<file path="config.mk">
export PLATFORM = sky130hd
export DESIGN_NAME = bit_serial_adder4
export DESIGN_NICKNAME = d
export VERILOG_FILES = /design/src/rtl/bit_serial_adder4_pkg.sv /design/src/rtl/bit_serial_adder4_full_adder.sv /design/src/rtl/bit_serial_adder4.sv
export SDC_FILE = /design/constraint.sdc
export NUM_CORES = 1
export LEC_CHECK = 0
export CAP_MARGIN = 20
export CORE_MARGIN = 10
export CORE_UTILIZATION = 40
export CTS_CLUSTER_SIZE = 10
export DETAILED_ROUTE_END_ITERATION = 12
export PLACE_DENSITY = 0.73
export SETUP_SLACK_MARGIN = 0.5
export SKIP_LAST_GASP = 1
export SYNTH_ARGS = -nofsm -noshare
export SYNTH_HDL_FRONTEND = slang
export SYNTH_SLANG_ARGS = --single-unit
</file>
<file path="constraint.sdc">
create_clock -name clk -period 1.7 [get_ports clk]
set_input_delay 0.255 -clock clk [delete_from_list [all_inputs] [get_ports clk]]
set_output_delay 0.255 -clock clk [all_outputs]
set_load 0.02 [all_outputs]
</file>
<file path="src/rtl/bit_serial_adder4_pkg.sv">
// -----------------------------------------------------------------------------
// bit_serial_adder4_pkg
// Shared constants for the bit-serial adder: FSM state encodings and the
// default operand width.
// -----------------------------------------------------------------------------
package bit_serial_adder4_pkg;

  // Default operand/sum width (also the number of ADD cycles per operation).
  localparam int WIDTH_DEFAULT = 4;

  // Controller states, 2-bit encoding.
  typedef enum logic [1:0] {
    ST_IDLE = 2'd0,
    ST_ADD  = 2'd1,
    ST_DONE = 2'd2
  } state_e;

endpackage : bit_serial_adder4_pkg

</file>
<file path="src/rtl/bit_serial_adder4_full_adder.sv">
// -----------------------------------------------------------------------------
// bit_serial_adder4_full_adder
// Purely combinational 1-bit full adder; the single arithmetic cell that the
// serial adder reuses on every ADD cycle.
//
// Ports:
//   a, b  : operand bits
//   cin   : carry in
//   s     : sum bit
//   cout  : carry out
// -----------------------------------------------------------------------------
module bit_serial_adder4_full_adder (
  input  logic a,
  input  logic b,
  input  logic cin,
  output logic s,
  output logic cout
);

  logic half_s;

  // Sum and carry of the three input bits.
  always_comb begin
    half_s = a ^ b;
    s      = half_s ^ cin;
    cout   = (a & b) | (cin & half_s);
  end

endmodule : bit_serial_adder4_full_adder

</file>
<file path="src/rtl/bit_serial_adder4.sv">
// -----------------------------------------------------------------------------
// bit_serial_adder4
// Bit-serial unsigned adder. On an accepted start the operands and carry-in are
// captured, then added LSB-first through one full-adder cell, one bit per
// clock. After WIDTH ADD cycles the result is published on sum/cout together
// with a one-cycle done pulse. {cout,sum} = a + b + cin.
//
// Ports:
//   clk    : system clock, rising edge
//   reset  : synchronous, active-high reset
//   start  : begin an addition (only honoured in IDLE)
//   a, b   : operands (WIDTH bits)
//   cin    : carry into the LSB
//   sum    : registered result, held until the next result is published
//   cout   : registered carry out of the MSB, held with sum
//   busy   : high while adding
//   done   : one-cycle pulse when sum/cout become valid
// -----------------------------------------------------------------------------
module bit_serial_adder4
  import bit_serial_adder4_pkg::*;
#(
  parameter int WIDTH = WIDTH_DEFAULT
) (
  input  logic             clk,
  input  logic             reset,
  input  logic             start,
  input  logic [WIDTH-1:0] a,
  input  logic [WIDTH-1:0] b,
  input  logic             cin,
  output logic [WIDTH-1:0] sum,
  output logic             cout,
  output logic             busy,
  output logic             done
);

  localparam int CNT_W = $clog2(WIDTH + 1);

  state_e           state_r;
  state_e           state_s;

  logic [WIDTH-1:0] a_sr_r;
  logic [WIDTH-1:0] b_sr_r;
  logic [WIDTH-1:0] sum_sr_r;
  logic [WIDTH-1:0] sum_sr_s;
  logic             carry_r;
  logic [CNT_W-1:0] cnt_r;
  logic             last_s;

  logic             fa_sum_s;
  logic             fa_cout_s;

  logic [WIDTH-1:0] sum_r;
  logic             cout_r;
  logic             busy_r;
  logic             done_r;

  bit_serial_adder4_full_adder u_full_adder (
    .a    (a_sr_r[0]),
    .b    (b_sr_r[0]),
    .cin  (carry_r),
    .s    (fa_sum_s),
    .cout (fa_cout_s)
  );

  // Next sum-shift-register value and final-bit detection.
  always_comb begin
    // New sum bit enters at the MSB; after WIDTH shifts bit 0 holds the LSB.
    sum_sr_s = (sum_sr_r >> 1) | (WIDTH'(fa_sum_s) << (WIDTH - 1));
    last_s   = (cnt_r == CNT_W'(WIDTH - 1));
  end

  // Next-state logic.
  always_comb begin
    state_s = state_r;
    case (state_r)
      ST_IDLE: begin
        if (start) begin
          state_s = ST_ADD;
        end else begin
          state_s = ST_IDLE;
        end
      end
      ST_ADD: begin
        if (last_s) begin
          state_s = ST_DONE;
        end else begin
          state_s = ST_ADD;
        end
      end
      ST_DONE: begin
        state_s = ST_IDLE;
      end
      default: begin
        state_s = ST_IDLE;
      end
    endcase
  end

  // State register.
  always_ff @(posedge clk) begin
    if (reset) begin
      state_r <= ST_IDLE;
    end else begin
      state_r <= state_s;
    end
  end

  // Serial datapath: operand capture, per-bit shift/add, result publication.
  always_ff @(posedge clk) begin
    if (reset) begin
      a_sr_r   <= {WIDTH{1'b0}};
      b_sr_r   <= {WIDTH{1'b0}};
      sum_sr_r <= {WIDTH{1'b0}};
      carry_r  <= 1'b0;
      cnt_r    <= {CNT_W{1'b0}};
      sum_r    <= {WIDTH{1'b0}};
      cout_r   <= 1'b0;
    end else begin
      case (state_r)
        ST_IDLE: begin
          if (start) begin
            a_sr_r   <= a;
            b_sr_r   <= b;
            sum_sr_r <= {WIDTH{1'b0}};
            carry_r  <= cin;
            cnt_r    <= {CNT_W{1'b0}};
          end
        end
        ST_ADD: begin
          a_sr_r   <= a_sr_r >> 1;
          b_sr_r   <= b_sr_r >> 1;
          sum_sr_r <= sum_sr_s;
          carry_r  <= fa_cout_s;
          cnt_r    <= cnt_r + CNT_W'(1);
          // Publish only on the final bit so partial sums never reach sum.
          if (last_s) begin
            sum_r  <= sum_sr_s;
            cout_r <= fa_cout_s;
          end
        end
        ST_DONE: begin
          cnt_r <= cnt_r;
        end
        default: begin
          cnt_r <= cnt_r;
        end
      endcase
    end
  end

  // Status flags registered from the next state so they align with it.
  always_ff @(posedge clk) begin
    if (reset) begin
      busy_r <= 1'b0;
      done_r <= 1'b0;
    end else begin
      busy_r <= (state_s == ST_ADD);
      done_r <= (state_s == ST_DONE);
    end
  end

  assign sum  = sum_r;
  assign cout = cout_r;
  assign busy = busy_r;
  assign done = done_r;

endmodule : bit_serial_adder4

</file>
# Word level (Yosys, flattened, before mapping)
# Cells that the tools add are included.
[totals]
reg_bits = 25
inputBits = 12
out_inout_bits = 7
[classes]
n_addsub = 1
eq_ne = 5
mux = 13
bitwise = 6
n_reduce_logical = 4
[ops]
columns = ["cell", "count"]
rows = [
  ["4-bit case mux with 2 select lines", 3],
  ["4-bit 2-to-1 mux", 3],
  ["3-bit case mux with 2 select lines", 1],
  ["2-bit by 1-bit equality test with 1-bit output (second input constant)", 2],
  ["3-bit by 4-bit OR with 4-bit output", 1],
  ["2-bit case mux with 2 select lines", 1],
  ["2-bit AND reduction", 2],
  ["3-bit by 1-bit adder with 3-bit output (second input constant)", 1],
  ["3-bit by 2-bit equality test with 1-bit output (second input constant)", 1],
  ["3-bit 2-to-1 mux", 1],
  ["1-bit bitwise AND", 2],
  ["2-bit equality test (second input constant)", 1],
  ["2-bit zero test", 1],
  ["1-bit 2-to-1 mux", 2],
  ["2-bit 2-to-1 mux", 1],
  ["2-bit != test (second input constant)", 1],
  ["1-bit case mux with 2 select lines", 1],
  ["2-bit nonzero test", 1],
  ["1-bit bitwise XOR", 2],
  ["1-bit OR", 1],
]

# Depth between registers and ports, before layout
# Gate-level depths: netlist of the first run.
[depth]
depth_word = 4
mapped_depth = 6

# Cells and area by module
# A second synthesis of the first run with hierarchy kept.
[unflattened]
cells_unflattened = 97
area_unflattened_um2 = 977.2
[by_module_without_submodules]
columns = ["module", "instances", "cells_each", "area_per_inst_um2"]
rows = [
  ["bit_serial_adder4", 1, 96, 957.2],
  ["bit_serial_adder4_full_adder", 1, 1, 20.0],
]

# Least setup slack after synthesis of the first run
# Ideal clock, no wire load.
[synth_timing]
path_kind = "register -> register"
from = "register cnt_r[0]"
to = "register cout_r (netlist: cout)"
setup_time_ps = 137
arrival_ps = 1175
setup_slack_ps = 389
stages_incl_launch_ff = 7
synth_period_minus_slack_ps = 1311
cell_sequence = "dfxtp_1 -> ha_1 -> ha_1 -> clkbuf_1 -> nand3b_1 -> nand2_1 -> a21oi_1"
[synth_via]
elab_chain_len = 2
[synth_lines]
columns = ["element", "line", "rtl"]
rows = [
  ["from (decl)", "bit_serial_adder4.sv:46", "logic [CNT_W-1:0] cnt_r;"],
  ["from (signal assigned)", "bit_serial_adder4.sv:115", "cnt_r <= {CNT_W{1'b0}};"],
  ["from (signal assigned)", "bit_serial_adder4.sv:126", "cnt_r <= {CNT_W{1'b0}};"],
  ["from (signal assigned)", "bit_serial_adder4.sv:134", "cnt_r <= cnt_r + CNT_W'(1);"],
  ["3-bit by 2-bit equality test with 1-bit output", "bit_serial_adder4.sv:69", "last_s = (cnt_r == CNT_W'(WIDTH - 1));"],
  ["2-bit AND reduction (no line)", "n/a", ""],
  ["to (signal assigned)", "bit_serial_adder4.sv:138", "cout_r <= fa_cout_s;"],
  ["to (decl)", "bit_serial_adder4.sv:53", "logic cout_r;"],
]
# Every way passes these cells.
# A chain may end at the register's enable or synchronous reset.

# Final worst setup path of the first run
[layout_timing]
from = "register cnt_r[1]"
to = "register cout_r (netlist: cout)"
# The elaborated chain is that of the path after synthesis.

==> results of run 1 <==
-- worst paths after layout --
check / cells past startpoint / endpoint / from
hold / removal: 2 / sum[2] / sum[2]
hold reg to reg: 2 / sum[2] / sum[2]
setup reg to reg: 5 / cout / cnt_r[1]
setup / recovery: 5 / cout / cnt_r[1]
-- cells by family (layout without fill, tap and decap cells) --
logic type                 after synthesis  count (layout)  synth area share
adders and majority gates                3               3            0.0455
AOI/OAI and AO/OA                       23              23             0.190
muxes                                    8               8            0.0809
buffers and inverters                    8              30            0.0582
DFF                                     24              24             0.485
and+or+nand+nor                         30              30             0.140
-- layout make-up --
class,count,area share
multi-input combinational,64,0.391
timing repair buffer,24,0.153
tap,28,0.0283
inverter,2,0.00605
sequential,24,0.393
clock buffer,4,0.0293
-- routing by layer --
metal	track usage	wire [um]
met2	0.124	966
met1	0.0950	883
met3	0.0271	91
met5	0	0
met4	0.0391	31
-- worst max-delay path, cell delays in order (launching register included) --
cell and delay (ps):
dfxtp_2 360, ha_4 160, ha_4 160, nand3b_1 250, nand2_1 110, a21oi_2 130
-- registers in the layout, summed over array words and instances (netlist names) --
register and count:
a_sr_r 4, b_sr_r 4, sum 4, cnt_r 3, sum_sr_r 3, state_r 2, busy 1, carry_r 1
cout 1, done 1
-- placed cells by master (no fill, tap or decap) --
master	instances
inv_1	2
and2b_2	1
nor3b_1	1
a21oi_2	2
nand3_1	5
nand3b_1	1
a22oi_1	7
nor2_1	14
o21bai_2	1
mux2i_1	8
dfxtp_1	19
a21oi_1	3
a211oi_1	6
clkbuf_2	1
dfxtp_2	5
ha_4	2
o21ba_4	1
nor2_2	3
clkdlybuf4s50_1	11
clkbuf_4	3
fa_1	1
a211oi_2	3
clkbuf_8	1
buf_4	6
nand2_1	5
buf_2	6
-- through the flow --
step                      power, mW  area [um^2]
after CTS                      1.05         1260
after global placement        0.752         1190
final                          1.05         1240
after global routing           1.10         1240
after detailed placement      0.757         1190
after floorplan               0.714         1020
-- repair_timing --
item,CTS,global route
endpoints found under the setup margin,17,15
resized for setup,23,11
setup buffers,2,1
pin swaps,1,7
-- where the power goes --
part           internal (mW)  total, mW  switching (mW)
logic                 0.0750      0.141          0.0657
clock network          0.131      0.299           0.168
registers              0.590      0.611          0.0208
==> flow_summary.toml, run 1 <==
[detailed_routing]
firstDrtPassIters = 4
wl_per_cell_um = 13.5
drt_iter0_drc = 26
vias = 737
drt_wl_total_mm = 1.97
final_antenna_net_count = 0
viasPerCell = 5.05
drc = 0

[global_routing]
globalRoute.totalOverflow = 0
grt_antenna_before_repair = 0
track_usage = 0.0798
grt_first_pass_wirelength_mm = 3.26
grt_max_degree = 25
grt_pass1_vias = 696

[final_layout]
instances_no_fill = 146
antenna_cells = 0
drive_gt1_frac = 0.297
area_delta_synth_final_pct = 25.3
multi_input_area_um2 = 484
nNetsFinal = 134
seqCellArea_um2 = 487
fin_util = 0.545
num-fill-cells = 208

[worst_hold_path]
min-delay-path-class = "reg -> reg"

[floorplanning]
die_x_um = 69.7
core-area_um2 = 2280
die_area_um2 = 4860
initial_utilization = 0.435
die_y_um = 69.7
io_pins = 19
rows = 17

[timing]
min_period_over_period = 0.715
relSlewSlack = 0.723
drv_slew = 0
finalCriticalPeriod_ps = 1220
fmax_ghz = 0.823
finalHoldViolCount = 0
clock_skew_ps = 4.00
finalSetupViolations = 0
hold_slack_ps = 467
fin_ws_ps = 485
rsz0062_at_grt = "true"
setup_tns_ps = 0
worst_pin_slew_ps = 416

[synth]
ys.flop_type = "dfxtp_1"
synth_common_cells = "dfxtp_1 (24), nor2_1 (14), mux2i_1 (8)"
yosys_register_bits = 24
yosys_warnings = 0
syn_area_um2 = 990
syn_avg_cell_area_um2 = 10.3
synth_edf_count = 0
yosysMostFrequentCell = "dfxtp_1"
postSynthNetCount = 111
synth_top_area_frac = 0.485
synth_cells = 96
synth_area_leaders = "dfxtp_1 (49%), mux2i_1 (8.1%), a22oi_1 (5.3%)"
ys_types = 22
yosysSeqAreaShare = 0.485
synth.largest_area_cell = "dfxtp_1"
synthArstFlopShare = 0

[power]
p_leak_nw = 0.487
power_density_nw_per_um2 = 847
ir_worst_vdd_mv = 0.505

[flow_run]
max_cap_violations = 0

[cts]
clock_sinks = 24
clk_latency_ps = 310
ctsHoldBuffers = 0
path_clk_slew_ps = 130
cts_htree_levels = 1
clockBufferDepth = 2
cts_buffers = 3
cts_tree = "built"
cts_root_buffer = "clkbuf_4"

[worst_setup_path]
critical_path_class = "reg -> reg"
critPathCaptureType = "flip-flop"
rrSetupSlack_ps = 480
critPathRequiredTime_ps = 1960
crit_arrival_ps = 1480
cp_max_fo = 7
start_kind = "flip-flop"

[run_status]
outcome = "complete, no violations"

[placed_design]
pre_cts_slack_ps = 280
dp_hpwl_mm = 1.44
port_buffers = 18
placedCellCount = 139
place.gp.congestion = 0.704
No activity file was read; power rests on OpenSTA's default activity.
==> inputs of run 2 (changes only) <==
clock period = 1.15 ns   (was 1.7 ns; I/O delays follow)
==> run 2 against run 1 <==
The flow now finishes with violations (setup timing). Setup slack got worse by 550 ps. Largest cell class is now multi-input gates. Critical path depth decreased by 2. Count of clock-buffer cells in the layout did not move. Total power rose by 70%. Combinational power rose by 140%. Sequential power up 48%. Global-route usage increased by 1.4 points. Critical path type unchanged. Fmax fell by 0.25%.
==> flow_summary.toml, run 2 (same netlist as run 1, synthesis figures left out) <==
[cts]
clockBufferDepth = 2
cts_buffers = 3
cts_htree_levels = 1
clock_sinks = 24
clk_latency_ps = 330
ctsHoldBuffers = 0
path_clk_slew_ps = 140
cts_root_buffer = "clkbuf_4"
cts_tree = "built"

[power]
combPwrFrac = 0.192
pwr-share-clk = 0.302
swShare = 0.252
power_density_nw_per_um2 = 1120
seq_power_share = 0.506
internal_power_mw = 1.34
p_leak_nw = 0.610
ir_worst_vdd_mv = 0.945
p_switching_mw = 0.449
p_total_mw = 1.78

[worst_setup_path]
crit_slowest_cell = "fa_2"
crit_arrival_ps = 1490
critPathCaptureType = "flip-flop"
critPathRequiredTime_ps = 1420
start_kind = "flip-flop"
crit_buf_inv = 0
cp_cell_sequence = "fa_2, nand3_1, a21oi_2"
worstSetupStartpoint = "carry_r"
critical_path_class = "reg -> reg"
cp_max_fo = 2
cp_top_family = "adder cells"
rr_startpoint = "carry_r"
slowest_delay_ps = 580

[global_routing]
globalRoute.totalOverflow = 0
grt_pass1_vias = 789
track_usage = 0.0935
grt_max_degree = 25
grt_first_pass_wirelength_mm = 3.79
grt_antenna_before_repair = 0

[final_layout]
area_delta_synth_final_pct = 60.8
antenna_cells = 0
num-fill-cells = 171
seqCellArea_um2 = 502
fin_util = 0.699
drive_gt1_frac = 0.534
nNetsFinal = 149
final_cell_mix = "nor2_1 (13), buf_6 (13), dfxtp_2 (11), dfxtp_1 (11), clkdlybuf4s50_1 (10)"
multi_input_area_um2 = 597

[timing]
worst_pin_slew_ps = 279
finalCriticalPeriod_ps = 1220
rsz0062_at_grt = "true"
clock_skew_ps = 8.29
min_period_over_period = 1.06
finalHoldViolCount = 0
fmax_ghz = 0.821
fin_ws_ps = -68.5
finalSetupViolations = 7
drv_slew = 0
relSlewSlack = 0.813

[floorplanning]
die_y_um = 69.7
io_pins = 19
rows = 17
die_area_um2 = 4860
initial_utilization = 0.435
core-area_um2 = 2280
die_x_um = 69.7

[placed_design]
place.gp.congestion = 0.702
port_buffers = 18
dp_hpwl_mm = 1.51

[detailed_routing]
firstDrtPassIters = 4
drt_wl_total_mm = 2.44
final_antenna_net_count = 0
vias = 831
viasPerCell = 5.16
drc = 0
wl_per_cell_um = 15.1
drt_iter0_drc = 45

[run_status]
failed_checks = "setup timing"
outcome = "finished with violations"

[flow_run]
max_cap_violations = 0

[worst_hold_path]
hold_start = "cin"
min-delay-path-class = "in -> reg"
[run 2: cell types whose count changed in the layout (fill, tap and decap cells not counted), moves of 3 or more]
cell | previous run | this run
dfxtp_1 | 19 | 11
a22oi_1 | 7 | 2
buf_6 | 0 | 13
a22oi_2 | 0 | 5
dfxtp_2 | 5 | 11
buf_2 | 6 | 0
buf_4 | 6 | 9
a211oi_1 | 6 | 1
a211oi_2 | 3 | 8
[run 2: final cells by class]
cell class | count | area share
Sequential cell | 24 | 0.315
Timing Repair Buffer | 37 | 0.253
Inverter | 2 | 0.00472
Clock buffer | 4 | 0.0299
Multi-Input combinational cell | 66 | 0.375
Tap cell | 28 | 0.0220
[run 2: per-stage QoR]
stage | setup WS [ps] | cells | TNS (ps) | hold slack (ps) | instance area, um^2
2_1_floorplan | -10.1 | 96 | -50.4 | 230 | 1070
3_3_place_gp | -154 | 141 | -2140 | 454 | 1270
3_5_place_dp | -228 | 141 | -2950 | 457 | 1270
4_1_cts | -57.1 | 155 | -294 | 462 | 1460
5_1_grt | -165 | 161 | -887 | 485 | 1590
6_report | -68.5 | 161 | -226 | 467 | 1590
[run 2: layer usage]
| layer | up-vias | global-route usage | part of all wire |
|---|---|---|---|
| li1 | 416 | - | - |
| met1 | 395 | 0.113 | 0.44 |
| met2 | 16 | 0.147 | 0.50 |
| met3 | 4 | 0.0228 | 0.034 |
| met4 | 0 | 0.0522 | 0.018 |
| met5 | - | 0 | 0 |
[run 2: timing repair]
item | 4_1_cts | 5_1_grt
setup endpoints to repair | 31 | 31
pin swaps | 10 | 16
gates cloned | 2 | 1
gates resized for setup | 55 | 23
setup buffers | 8 | 5
[run 2: path summary, 6_finish.rpt]
check | endpoint | slack, ps | cells after the start
setup reg to reg | sum[3] | -70 | 3
hold / removal | carry_r | 470 | 3
hold reg to reg | sum[0] | 480 | 2
setup / recovery | sum[3] | -70 | 3
[run 2: power by group through the flow]
stage | combinational (mW) | sequential [mW] | clock [mW]
global placement | 0.214 | 0.923 | 0
global route | 0.368 | 0.908 | 0.576
CTS | 0.293 | 0.901 | 0.543
detailed placement | 0.222 | 0.925 | 0
finish | 0.342 | 0.903 | 0.539
floorplan | 0.153 | 0.918 | 0
[run 2: worst reg2reg max path, stage by stage (launching register included)]
cell	delay [ps]
dfxtp_2	360
fa_2	580
nand3_1	90
a21oi_2	130
==> inputs of run 3 (changes only) <==
CAP_MARGIN = unset   (was 20)
==> results of run 3 <==
No change in the layout: final DEF, timing and power equal those of run 2.
